==> config.mk <==
export PLATFORM = sky130hd
export DESIGN_NAME = minimac2_mdio_slave_flat
export DESIGN_NICKNAME = d
export VERILOG_FILES = /design/src/rtl/minimac2_mdio_slave_if.sv /design/src/rtl/minimac2_mdio_slave.sv /design/src/flat_wrapper.sv
export SDC_FILE = /design/constraint.sdc
export NUM_CORES = 1
export LEC_CHECK = 0
export ABC_AREA = 1
export ABC_CLOCK_PERIOD_IN_PS = 2400
export CAP_MARGIN = 10
export CORE_MARGIN = 2
export CORE_UTILIZATION = 50
export CTS_CLUSTER_DIAMETER = 40
export DETAILED_ROUTE_END_ITERATION = 8
export GPL_ROUTABILITY_DRIVEN = 1
export GPL_TIMING_DRIVEN = 0
export PLACE_DENSITY = 0.74
export SKIP_LAST_GASP = 1
export SLEW_MARGIN = 15
export SYNTH_ARGS = -nofsm -noshare
export SYNTH_HDL_FRONTEND = slang
export SYNTH_SLANG_ARGS = --single-unit
==> constraint.sdc <==
create_clock -name sys_clk -period 2.4 [get_ports sys_clk]
set_input_delay 0.72 -clock sys_clk [delete_from_list [all_inputs] [get_ports sys_clk]]
set_output_delay 0.72 -clock sys_clk [all_outputs]
set_load 0.01 [all_outputs]
==> src/rtl/minimac2_mdio_slave_if.sv <==
// Register-file port of the MDIO responder: the responder is the master of this bus.
interface minimac2_mdio_slave_if;
  localparam int unsigned addr_w = 5;
  localparam int unsigned data_w = 16;

  logic [addr_w-1:0] reg_a;
  logic              reg_re;
  logic [data_w-1:0] reg_di;
  logic              reg_we;
  logic [data_w-1:0] reg_do;

  modport master (output reg_a, output reg_re, input reg_di, output reg_we, output reg_do);
  modport slave  (input reg_a, input reg_re, output reg_di, input reg_we, input reg_do);
endinterface

==> src/rtl/minimac2_mdio_slave.sv <==
// Clause-22 MDIO responder, oversampling MDC/MDIO in the sys_clk domain.
// Optional MINIMAC2_MDIO_PREAMBLE_SUPPRESSION_EN: one preamble bit suffices after a matched frame.
module minimac2_mdio_slave #(
  parameter logic [4:0]  phy_addr     = 5'd1,
  parameter int unsigned preamble_len = 32
) (
  input  logic                  sys_clk,
  input  logic                  sys_rst_n,
  input  logic                  mdc,
  input  logic                  mdio_i,
  output logic                  mdio_o,
  output logic                  mdio_oe,
  output logic                  frame_err,
  minimac2_mdio_slave_if.master regs
);
  localparam int unsigned ones_w = 6;
  localparam int unsigned cnt_w  = 5;
  localparam int unsigned addr_w = 5;
  localparam int unsigned data_w = 16;
  localparam logic [ones_w-1:0] ones_max = ones_w'(32);
  localparam logic [ones_w-1:0] pre_req  = ones_w'(preamble_len);

  typedef enum logic [2:0] {PRE, ST, OP, PHYAD, REGAD, TA, DATA} state_t;

  logic [1:0] mdc_sync, mdio_sync;
  logic       mdc_prev, mdc_rise, sbit;

  state_t            state, state_n;
  logic [ones_w-1:0] ones, ones_n, pre_need;
  logic [cnt_w-1:0]  bit_cnt, cnt_n;
  logic              op_hi, op_hi_n, is_read, is_read_n, match, match_n, re_d;
  logic [addr_w-1:0] addr_sr, addr_n, reg_a_n;
  logic [data_w-1:0] data_sr, data_n, reg_do_n;
  logic              re_n, we_n, err_n, mdio_o_n, mdio_oe_n, bad_c, done_c;
`ifdef MINIMAC2_MDIO_PREAMBLE_SUPPRESSION_EN
  logic              supp, supp_n;
`endif

  // Two-flop synchronisers and MDC edge detect
  always_ff @(posedge sys_clk) begin
    if (!sys_rst_n) begin
      mdc_sync  <= '0;
      mdio_sync <= '0;
      mdc_prev  <= 1'b0;
    end else begin
      mdc_sync  <= {mdc_sync[0], mdc};
      mdio_sync <= {mdio_sync[0], mdio_i};
      mdc_prev  <= mdc_sync[1];
    end
  end

  assign mdc_rise = mdc_sync[1] & ~mdc_prev;
  assign sbit     = mdio_sync[1];

`ifdef MINIMAC2_MDIO_PREAMBLE_SUPPRESSION_EN
  assign pre_need = supp ? ones_w'(1) : pre_req;
`else
  assign pre_need = pre_req;
`endif

  // Frame decoder: next state and registered outputs
  always_comb begin
    state_n   = state;
    ones_n    = ones;
    cnt_n     = bit_cnt;
    op_hi_n   = op_hi;
    is_read_n = is_read;
    match_n   = match;
    addr_n    = addr_sr;
    data_n    = data_sr;
    reg_a_n   = regs.reg_a;
    reg_do_n  = regs.reg_do;
    re_n      = 1'b0;
    we_n      = 1'b0;
    err_n     = 1'b0;
    mdio_o_n  = mdio_o;
    mdio_oe_n = mdio_oe;
    bad_c     = 1'b0;
    done_c    = 1'b0;
`ifdef MINIMAC2_MDIO_PREAMBLE_SUPPRESSION_EN
    supp_n    = supp;
`endif

    if (re_d) data_n = regs.reg_di;

    if (mdc_rise) begin
      case (state)
        PRE: begin
          if (sbit) begin
            ones_n = (ones == ones_max) ? ones : ones + ones_w'(1);
          end else begin
            ones_n = '0;
            if (ones >= pre_need) state_n = ST;
          end
        end
        ST: begin
          if (sbit) begin
            state_n = OP;
            cnt_n   = '0;
          end else begin
            bad_c = 1'b1;
          end
        end
        OP: begin
          if (bit_cnt == cnt_w'(0)) begin
            op_hi_n = sbit;
            cnt_n   = cnt_w'(1);
          end else if (op_hi != sbit) begin
            is_read_n = op_hi;
            state_n   = PHYAD;
            cnt_n     = '0;
          end else begin
            bad_c = 1'b1;
          end
        end
        PHYAD: begin
          addr_n = {addr_sr[addr_w-2:0], sbit};
          cnt_n  = bit_cnt + cnt_w'(1);
          if (bit_cnt == cnt_w'(addr_w - 1)) begin
            match_n = ({addr_sr[addr_w-2:0], sbit} == phy_addr);
            state_n = REGAD;
            cnt_n   = '0;
          end
        end
        REGAD: begin
          addr_n = {addr_sr[addr_w-2:0], sbit};
          cnt_n  = bit_cnt + cnt_w'(1);
          if (bit_cnt == cnt_w'(addr_w - 1)) begin
            reg_a_n = {addr_sr[addr_w-2:0], sbit};
            re_n    = is_read & match;
            state_n = TA;
            cnt_n   = '0;
          end
        end
        TA: begin
          if (bit_cnt == cnt_w'(0)) begin
            cnt_n = cnt_w'(1);
            if (is_read) begin
              if (match) begin
                mdio_oe_n = 1'b1;
                mdio_o_n  = 1'b0;
              end
            end else if (!sbit) begin
              bad_c = 1'b1;
            end
          end else if (is_read || !sbit) begin
            state_n = DATA;
            cnt_n   = '0;
            if (is_read && match) begin
              mdio_o_n = data_sr[data_w-1];
              data_n   = {data_sr[data_w-2:0], 1'b0};
            end
          end else begin
            bad_c = 1'b1;
          end
        end
        DATA: begin
          cnt_n = bit_cnt + cnt_w'(1);
          if (!is_read) data_n = {data_sr[data_w-2:0], sbit};
          if (bit_cnt == cnt_w'(data_w - 1)) begin
            done_c = 1'b1;
            if (is_read) begin
              mdio_oe_n = 1'b0;
              mdio_o_n  = 1'b0;
            end else if (match) begin
              reg_do_n = {data_sr[data_w-2:0], sbit};
              we_n     = 1'b1;
            end
          end else if (is_read && match) begin
            mdio_o_n = data_sr[data_w-1];
            data_n   = {data_sr[data_w-2:0], 1'b0};
          end
        end
        default: state_n = PRE;
      endcase
    end

    // Frame end, good or bad, restarts preamble counting
    if (bad_c || done_c) begin
      state_n = PRE;
      ones_n  = '0;
      cnt_n   = '0;
    end
    if (bad_c) err_n = 1'b1;
`ifdef MINIMAC2_MDIO_PREAMBLE_SUPPRESSION_EN
    if (bad_c) supp_n = 1'b0;
    else if (done_c && match) supp_n = 1'b1;
`endif
  end

  always_ff @(posedge sys_clk) begin
    if (!sys_rst_n) begin
      state       <= PRE;
      ones        <= '0;
      bit_cnt     <= '0;
      op_hi       <= 1'b0;
      is_read     <= 1'b0;
      match       <= 1'b0;
      addr_sr     <= '0;
      data_sr     <= '0;
      re_d        <= 1'b0;
      regs.reg_a  <= '0;
      regs.reg_do <= '0;
      regs.reg_re <= 1'b0;
      regs.reg_we <= 1'b0;
      frame_err   <= 1'b0;
      mdio_o      <= 1'b0;
      mdio_oe     <= 1'b0;
`ifdef MINIMAC2_MDIO_PREAMBLE_SUPPRESSION_EN
      supp        <= 1'b0;
`endif
    end else begin
      state       <= state_n;
      ones        <= ones_n;
      bit_cnt     <= cnt_n;
      op_hi       <= op_hi_n;
      is_read     <= is_read_n;
      match       <= match_n;
      addr_sr     <= addr_n;
      data_sr     <= data_n;
      re_d        <= regs.reg_re;
      regs.reg_a  <= reg_a_n;
      regs.reg_do <= reg_do_n;
      regs.reg_re <= re_n;
      regs.reg_we <= we_n;
      frame_err   <= err_n;
      mdio_o      <= mdio_o_n;
      mdio_oe     <= mdio_oe_n;
`ifdef MINIMAC2_MDIO_PREAMBLE_SUPPRESSION_EN
      supp        <= supp_n;
`endif
    end
  end
endmodule
==> src/flat_wrapper.sv <==
// flat-port wrapper written by rule: the top's interface ports become plain ports
module minimac2_mdio_slave_flat 
#(
  parameter logic [4:0]  phy_addr     = 5'd1,
  parameter int unsigned preamble_len = 32
)
  (sys_clk, sys_rst_n, mdc, mdio_i, mdio_o, mdio_oe, frame_err, regs_reg_a, regs_reg_re, regs_reg_di, regs_reg_we, regs_reg_do);
  minimac2_mdio_slave_if regs_i ();
  input  logic sys_clk;
  input  logic sys_rst_n;
  input  logic mdc;
  input  logic mdio_i;
  output logic mdio_o;
  output logic mdio_oe;
  output logic frame_err;
  output wire logic [$bits(regs_i.reg_a)-1:0] regs_reg_a;
  output wire logic [$bits(regs_i.reg_re)-1:0] regs_reg_re;
  input wire logic [$bits(regs_i.reg_di)-1:0] regs_reg_di;
  output wire logic [$bits(regs_i.reg_we)-1:0] regs_reg_we;
  output wire logic [$bits(regs_i.reg_do)-1:0] regs_reg_do;
  assign regs_reg_a = regs_i.reg_a;
  assign regs_reg_re = regs_i.reg_re;
  assign regs_i.reg_di = regs_reg_di;
  assign regs_reg_we = regs_i.reg_we;
  assign regs_reg_do = regs_i.reg_do;
  minimac2_mdio_slave #(.phy_addr(phy_addr), .preamble_len(preamble_len)) u_core (.sys_clk(sys_clk), .sys_rst_n(sys_rst_n), .mdc(mdc), .mdio_i(mdio_i), .mdio_o(mdio_o), .mdio_oe(mdio_oe), .frame_err(frame_err), .regs(regs_i));
endmodule
# ---- Yosys cells after proc, flatten, opt, wreduce, memory -nomap -nowiden
# Index checks and enable logic that the tools add are counted.
dict set report classes {
  mux 54
  n_eq_ne 31
  multipliers 0
  n_div 0
  bitwise_logic 9
  n_lt_le_gt_ge 1
  n_shift 0
  addsub 2
  n_reduce_logical 23
}
# cell n
set ops {}
lappend ops {{$mux W16} 8}
lappend ops {{$pmux W16 S2} 1}
lappend ops {{$mux W5} 6}
lappend ops {{$mux W3} 9}
lappend ops {{$pmux W5 S5} 1}
lappend ops {{$mux W1} 23}
lappend ops {{$ne A2 B1 Y1 const B} 11}
lappend ops {{$pmux W3 S7} 1}
lappend ops {{$mux W6} 2}
lappend ops {{$reduce_and A3 Y1} 4}
lappend ops {{$reduce_and A11 Y1} 1}
lappend ops {{$reduce_and A5 Y1} 2}
lappend ops {{$eq A3 B3 Y1 const B} 3}
lappend ops {{$ne A3 B2 Y1 const B} 3}
lappend ops {{$ne A2 B2 Y1 const B} 4}
lappend ops {{$reduce_and A4 Y1} 2}
lappend ops {{$not A1 Y1} 7}
lappend ops {{$reduce_and A7 Y1} 1}
lappend ops {{$add A6 B1 Y6 const B} 1}
lappend ops {{$eq A3 B2 Y1 const B} 2}
lappend ops {{$eq A6 B6 Y1 const B} 1}
lappend ops {{$ge A6 B6 Y1 const B} 1}
lappend ops {{$ne A3 B1 Y1 const B} 2}
lappend ops {{$reduce_and A6 Y1} 1}
lappend ops {{other kinds (19)} 23}
dict set report word_totals {
  output_inout_bits 26
  romBits 0
  mem_bits_rw 0
  latchBits 0
  reg_bits 69
  memories 0
}

# ---- Depth between registers and ports, before layout
dict set report logic_depth {
  ltp_word 8
  depth_mapped 12
  ltp_nobuf 11
}

# ---- Worst setup path before layout
# No wires, ideal clock.
dict set report synth_path {
  path_type {register to register}
  from {register u_core.bit_cnt[0]}
  to {register u_core.data_sr[6]}
  required_time_ns 2.268
  path_slack_ns 0.641
  t_arrival_ns 1.627
  stages_incl_launch_ff 13
  cell_sequence {dfxtp_1 > ha_1 > nand2_1 > nor2_1 > ha_1 > inv_1 > a21oi_1 > a21oi_4 > nand2_4 > clkinv_2 > buf_6 > nand2_1 > a21oi_2}
}
dict set report synth_via {
  elab_chain_len 4
  word_cells_on_any_way 6
  classes_between {1 x eq/ne; 4 x mux; 1 x reduce/logical}
}
# element line
set synth_lines {}
lappend synth_lines {{from (decl)} minimac2_mdio_slave.sv:30} ;# logic [cnt_w-1:0] bit_cnt, cnt_n;
lappend synth_lines {{from (signal assigned)} minimac2_mdio_slave.sv:215} ;# bit_cnt <= cnt_n;
lappend synth_lines {{$eq A5 B4 Y1 or $logic_not A5 Y1 (tied branches)} {minimac2_mdio_slave.sv:160, minimac2_mdio_slave.sv:136}}
lappend synth_lines {{$mux W16, on equally long branches} {minimac2_mdio_slave.sv:160, minimac2_mdio_slave.sv:136}}
lappend synth_lines {{$pmux W16 S2 *} minimac2_mdio_slave.sv:87} ;# case (state)
lappend synth_lines {{$mux W16 *} minimac2_mdio_slave.sv:86} ;# if (mdc_rise) begin
lappend synth_lines {{to (signal assigned)} minimac2_mdio_slave.sv:220} ;# data_sr <= data_n;
lappend synth_lines {{to (decl)} minimac2_mdio_slave.sv:33} ;# logic [data_w-1:0] data_sr, data_n, reg_do_n;
# Every way passes the cells marked *; elsewhere a longest branch is shown, timed or not.
# A chain may end at the register's enable or synchronous reset.

# ---- Worst setup path in the final report
dict set report layout_path {
  from {register u_core.bit_cnt[1]}
  to {register u_core.data_sr[8]}
}
# The elaborated chain is that of the path after synthesis.

==> impl_metrics.json <==
{
  "status": "finished clean",
  "netlist_instances": 447,
  "grt_pass1_wl_um": 12500,
  "cts_hold_buf": 0,
  "cts_buffers": 9,
  "tritoncts": "built",
  "worst_ep_required_time_ps": 2680,
  "vias_per_cell": 5.18,
  "synth_async_sr_flop_share": 0,
  "ant_nets": 0,
  "setup_tns_ps": 0,
  "initial_core_util": 0.516,
  "yosysTopAreaCell": "dfxtp_1",
  "max_freq_ghz": 0.485,
  "power.leakage_nw": 1.60,
  "ys_top_cells_by_area": "dfxtp_1 42%, nand2_1 10%, a21oi_1 7.8%",
  "seq_power_share": 0.507,
  "intPower_mw": 1.77,
  "fillCellCount": 574,
  "postCtsSetupBuffers": 0,
  "power_switching_mw": 0.492,
  "place_area_sq_um": 3820,
  "cts.clk_slew.worst_paths_ps": 70,
  "min-delay-start": "u_core.mdc_sync[0]",
  "path_class": "reg -> reg",
  "worstPathMaxFanout": 10,
  "min_period_ps": 2060,
  "finalSetupViolCount": 0,
  "vias": 3030,
  "finClkSkew_ps": 8.99,
  "powerDensity_nw_per_um2": 561,
  "drive_gt1_frac": 0.124,
  "comb_power_share": 0.038,
  "routabilityCongestion": 0.867,
  "wl_per_cell_um": 12.8,
  "fin_crit_sh": 0.859,
  "synth-seq-area-share": 0.422,
  "reg2reg_depth": 11,
  "p_sw_frac": 0.217,
  "port-buffer-count": 45,
  "max-vdd-ir-drop_mv": 0.349,
  "holdPathStages": 2,
  "core_area_sq_um": 6350,
  "timing.rr.start": "u_core.bit_cnt[1]",
  "drt_iter0_markers": 164,
  "yosys_warnings": 0,
  "die_h_um": 85.0,
  "synthFlopType": "dfxtp_1",
  "dp_hpwl_um": 5340,
  "r2r_setup_slack_ps": 340,
  "cts_sinks": 69,
  "areaGrowthSynthToFinish_pct": 23.2,
  "fp.dieW_um": 85.0,
  "maxSlewViolCount": 0,
  "hold_path_class": "reg -> reg",
  "ys_seq_elements": 69,
  "ios": 46,
  "globalRouteOverflowTotal": 0,
  "yosysUniqueCellTypes": 36,
  "drc_errors": 0,
  "rsz0062_at_grt": "false",
  "dp_worst_setup_slack_ps": 168,
  "worst_slack_ps": 338,
  "cts-resized-gates": 0,
  "clock_power_share": 0.455,
  "crit_path_end_kind": "flop",
  "syn_nets": 472,
  "num_rows": 29,
  "synth_top_area_frac": 0.422,
  "drv_cap": 0,
  "grt_use_total": 0.214,
  "die_area_sq_um": 7220,
  "r2r-end": "u_core.data_sr[8]",
  "avgSynthCellArea_sq_um": 7.33,
  "yosysMostFrequentCell": "nand2_1",
  "maxSlewHeadroom": 0.658,
  "cts_buffer_depth": 2,
  "first_pass_iters": 4,
  "root_buffer": "clkbuf_8",
  "clkLatencyLatePin_ps": 350,
  "min_to": "u_core.mdc_sync[1]",
  "wirelength_um": 7460,
  "htreeDepth": 3,
  "cp-start-kind": "flop",
  "syn_area_sq_um": 3280,
  "synth_edf_count": 0,
  "fin_nets": 528,
  "grt_pass1_vias": 2838,
  "tightest_slew_ps": 514,
  "synth_top_cells_by_count": "89 x nand2_1, 69 x dfxtp_1, 51 x a21oi_1, 46 x inv_1, 46 x nor2_1",
  "antenna_found_initial": 0,
  "diodes": 0,
  "grt_max_degree": 13,
  "hold_violations": 0,
  "fin_area_sq_um": 4040,
  "power.total_mw": 2.26,
  "hold_ws_ps": 424,
  "crit_arrival_ps": 2340
}
final cells by class:
class / count / area (sq um) / share of cell area
well taps: 77 / 96.3 / 0.0239
multi-input cells: 310 / 1620 / 0.402
inverters: 53 / 200 / 0.0496
clock inverters: 6 / 86.3 / 0.0214
flip-flops and latches: 69 / 1380 / 0.342
clock buffers: 10 / 128 / 0.0316
repair buffers: 45 / 450 / 0.112
plain buffers: 15 / 73.8 / 0.0183
sequential cells by signal, summed over array words and instances, names as in the netlist, 2 cells and up:
signal	flops
u_core.mdc_sync	2
u_core.addr_sr	4
u_core.data_sr	16
u_core.ones	6
u_core.state	3
u_core.regs.reg_a	5
u_core.bit_cnt	5
u_core.mdio_sync	2
u_core.regs.reg_do	16
routing by layer:
layer | share of wire | wire (um) | up-vias | global-route usage
met3 | 0.040 | 296 | 10 | 0.0428
met4 | 0.015 | 112 | 0 | 0.0981
met5 | 0 | 0 | - | 0
met2 | 0.49 | 3690 | 58 | 0.357
li1 | - | - | 1577 | -
met1 | 0.45 | 3370 | 1385 | 0.267
per-stage QoR:
stage / utilization / cells
2_1_floorplan: - / 447
6_report: 0.636 / 585
5_1_grt: 0.636 / 585
3_5_place_dp: 0.602 / 569
4_1_cts: 0.636 / 585
3_3_place_gp: 0.602 / 569
cell families (layout without fill, tap and decap cells):
group,after synthesis,in the layout,share of synthesized area
simple gates,190,190,0.255
compound gates,96,96,0.159
flops,69,69,0.422
buf+inv,68,129,0.0836
mux,14,14,0.0481
fa+ha+maj,5,5,0.0191
xor+xnor,5,5,0.0134
layout by cell type, fill, tap and decap left out, types with 8 or more instances in the layout:
master / netlist / routed
clkbuf_8: 0 / 9
o21ai_1: 14 / 14
nand2_1: 89 / 89
mux2_2: 14 / 14
clkdlybuf4s50_1: 0 / 45
nor2_1: 46 / 46
inv_1: 46 / 46
a21oi_1: 51 / 51
dfxtp_1: 69 / 69
buf_2: 8 / 8
o21ai_0: 21 / 21
nand3_1: 29 / 29
how the worst max path moves through the flow:
stage                       from                end  cells after the start
2_1_floorplan  u_core.bit_cnt[0]  u_core.data_sr[6]                     12
3_3_place_gp           sys_rst_n  u_core.bit_cnt[3]                      6
3_5_place_dp           sys_rst_n     u_core.ones[0]                      6
4_1_cts        u_core.bit_cnt[1]  u_core.data_sr[8]                     11
5_1_grt        u_core.bit_cnt[1]  u_core.data_sr[8]                     12
6_report       u_core.bit_cnt[1]  u_core.data_sr[8]                     11
critical path, stage by stage (launching register included):
cell	delay, ps
dfxtp_1	380
ha_1	200
nand2_1	60
nor2_1	140
ha_1	240
inv_1	70
a21oi_1	230
a21oi_4	100
nand2_4	100
buf_2	220
nand2_1	90
a21oi_1	160
power groups by stage:
stage	registers (mW)	logic (mW)	clock network [mW]
floorplan	1.18	0.0386	0
global placement	1.18	0.0846	0
detailed placement	1.18	0.0843	0
CTS	1.15	0.0852	1.05
global route	1.15	0.0934	1.10
finish	1.15	0.0853	1.03
Power figures use the tool's default switching activity.
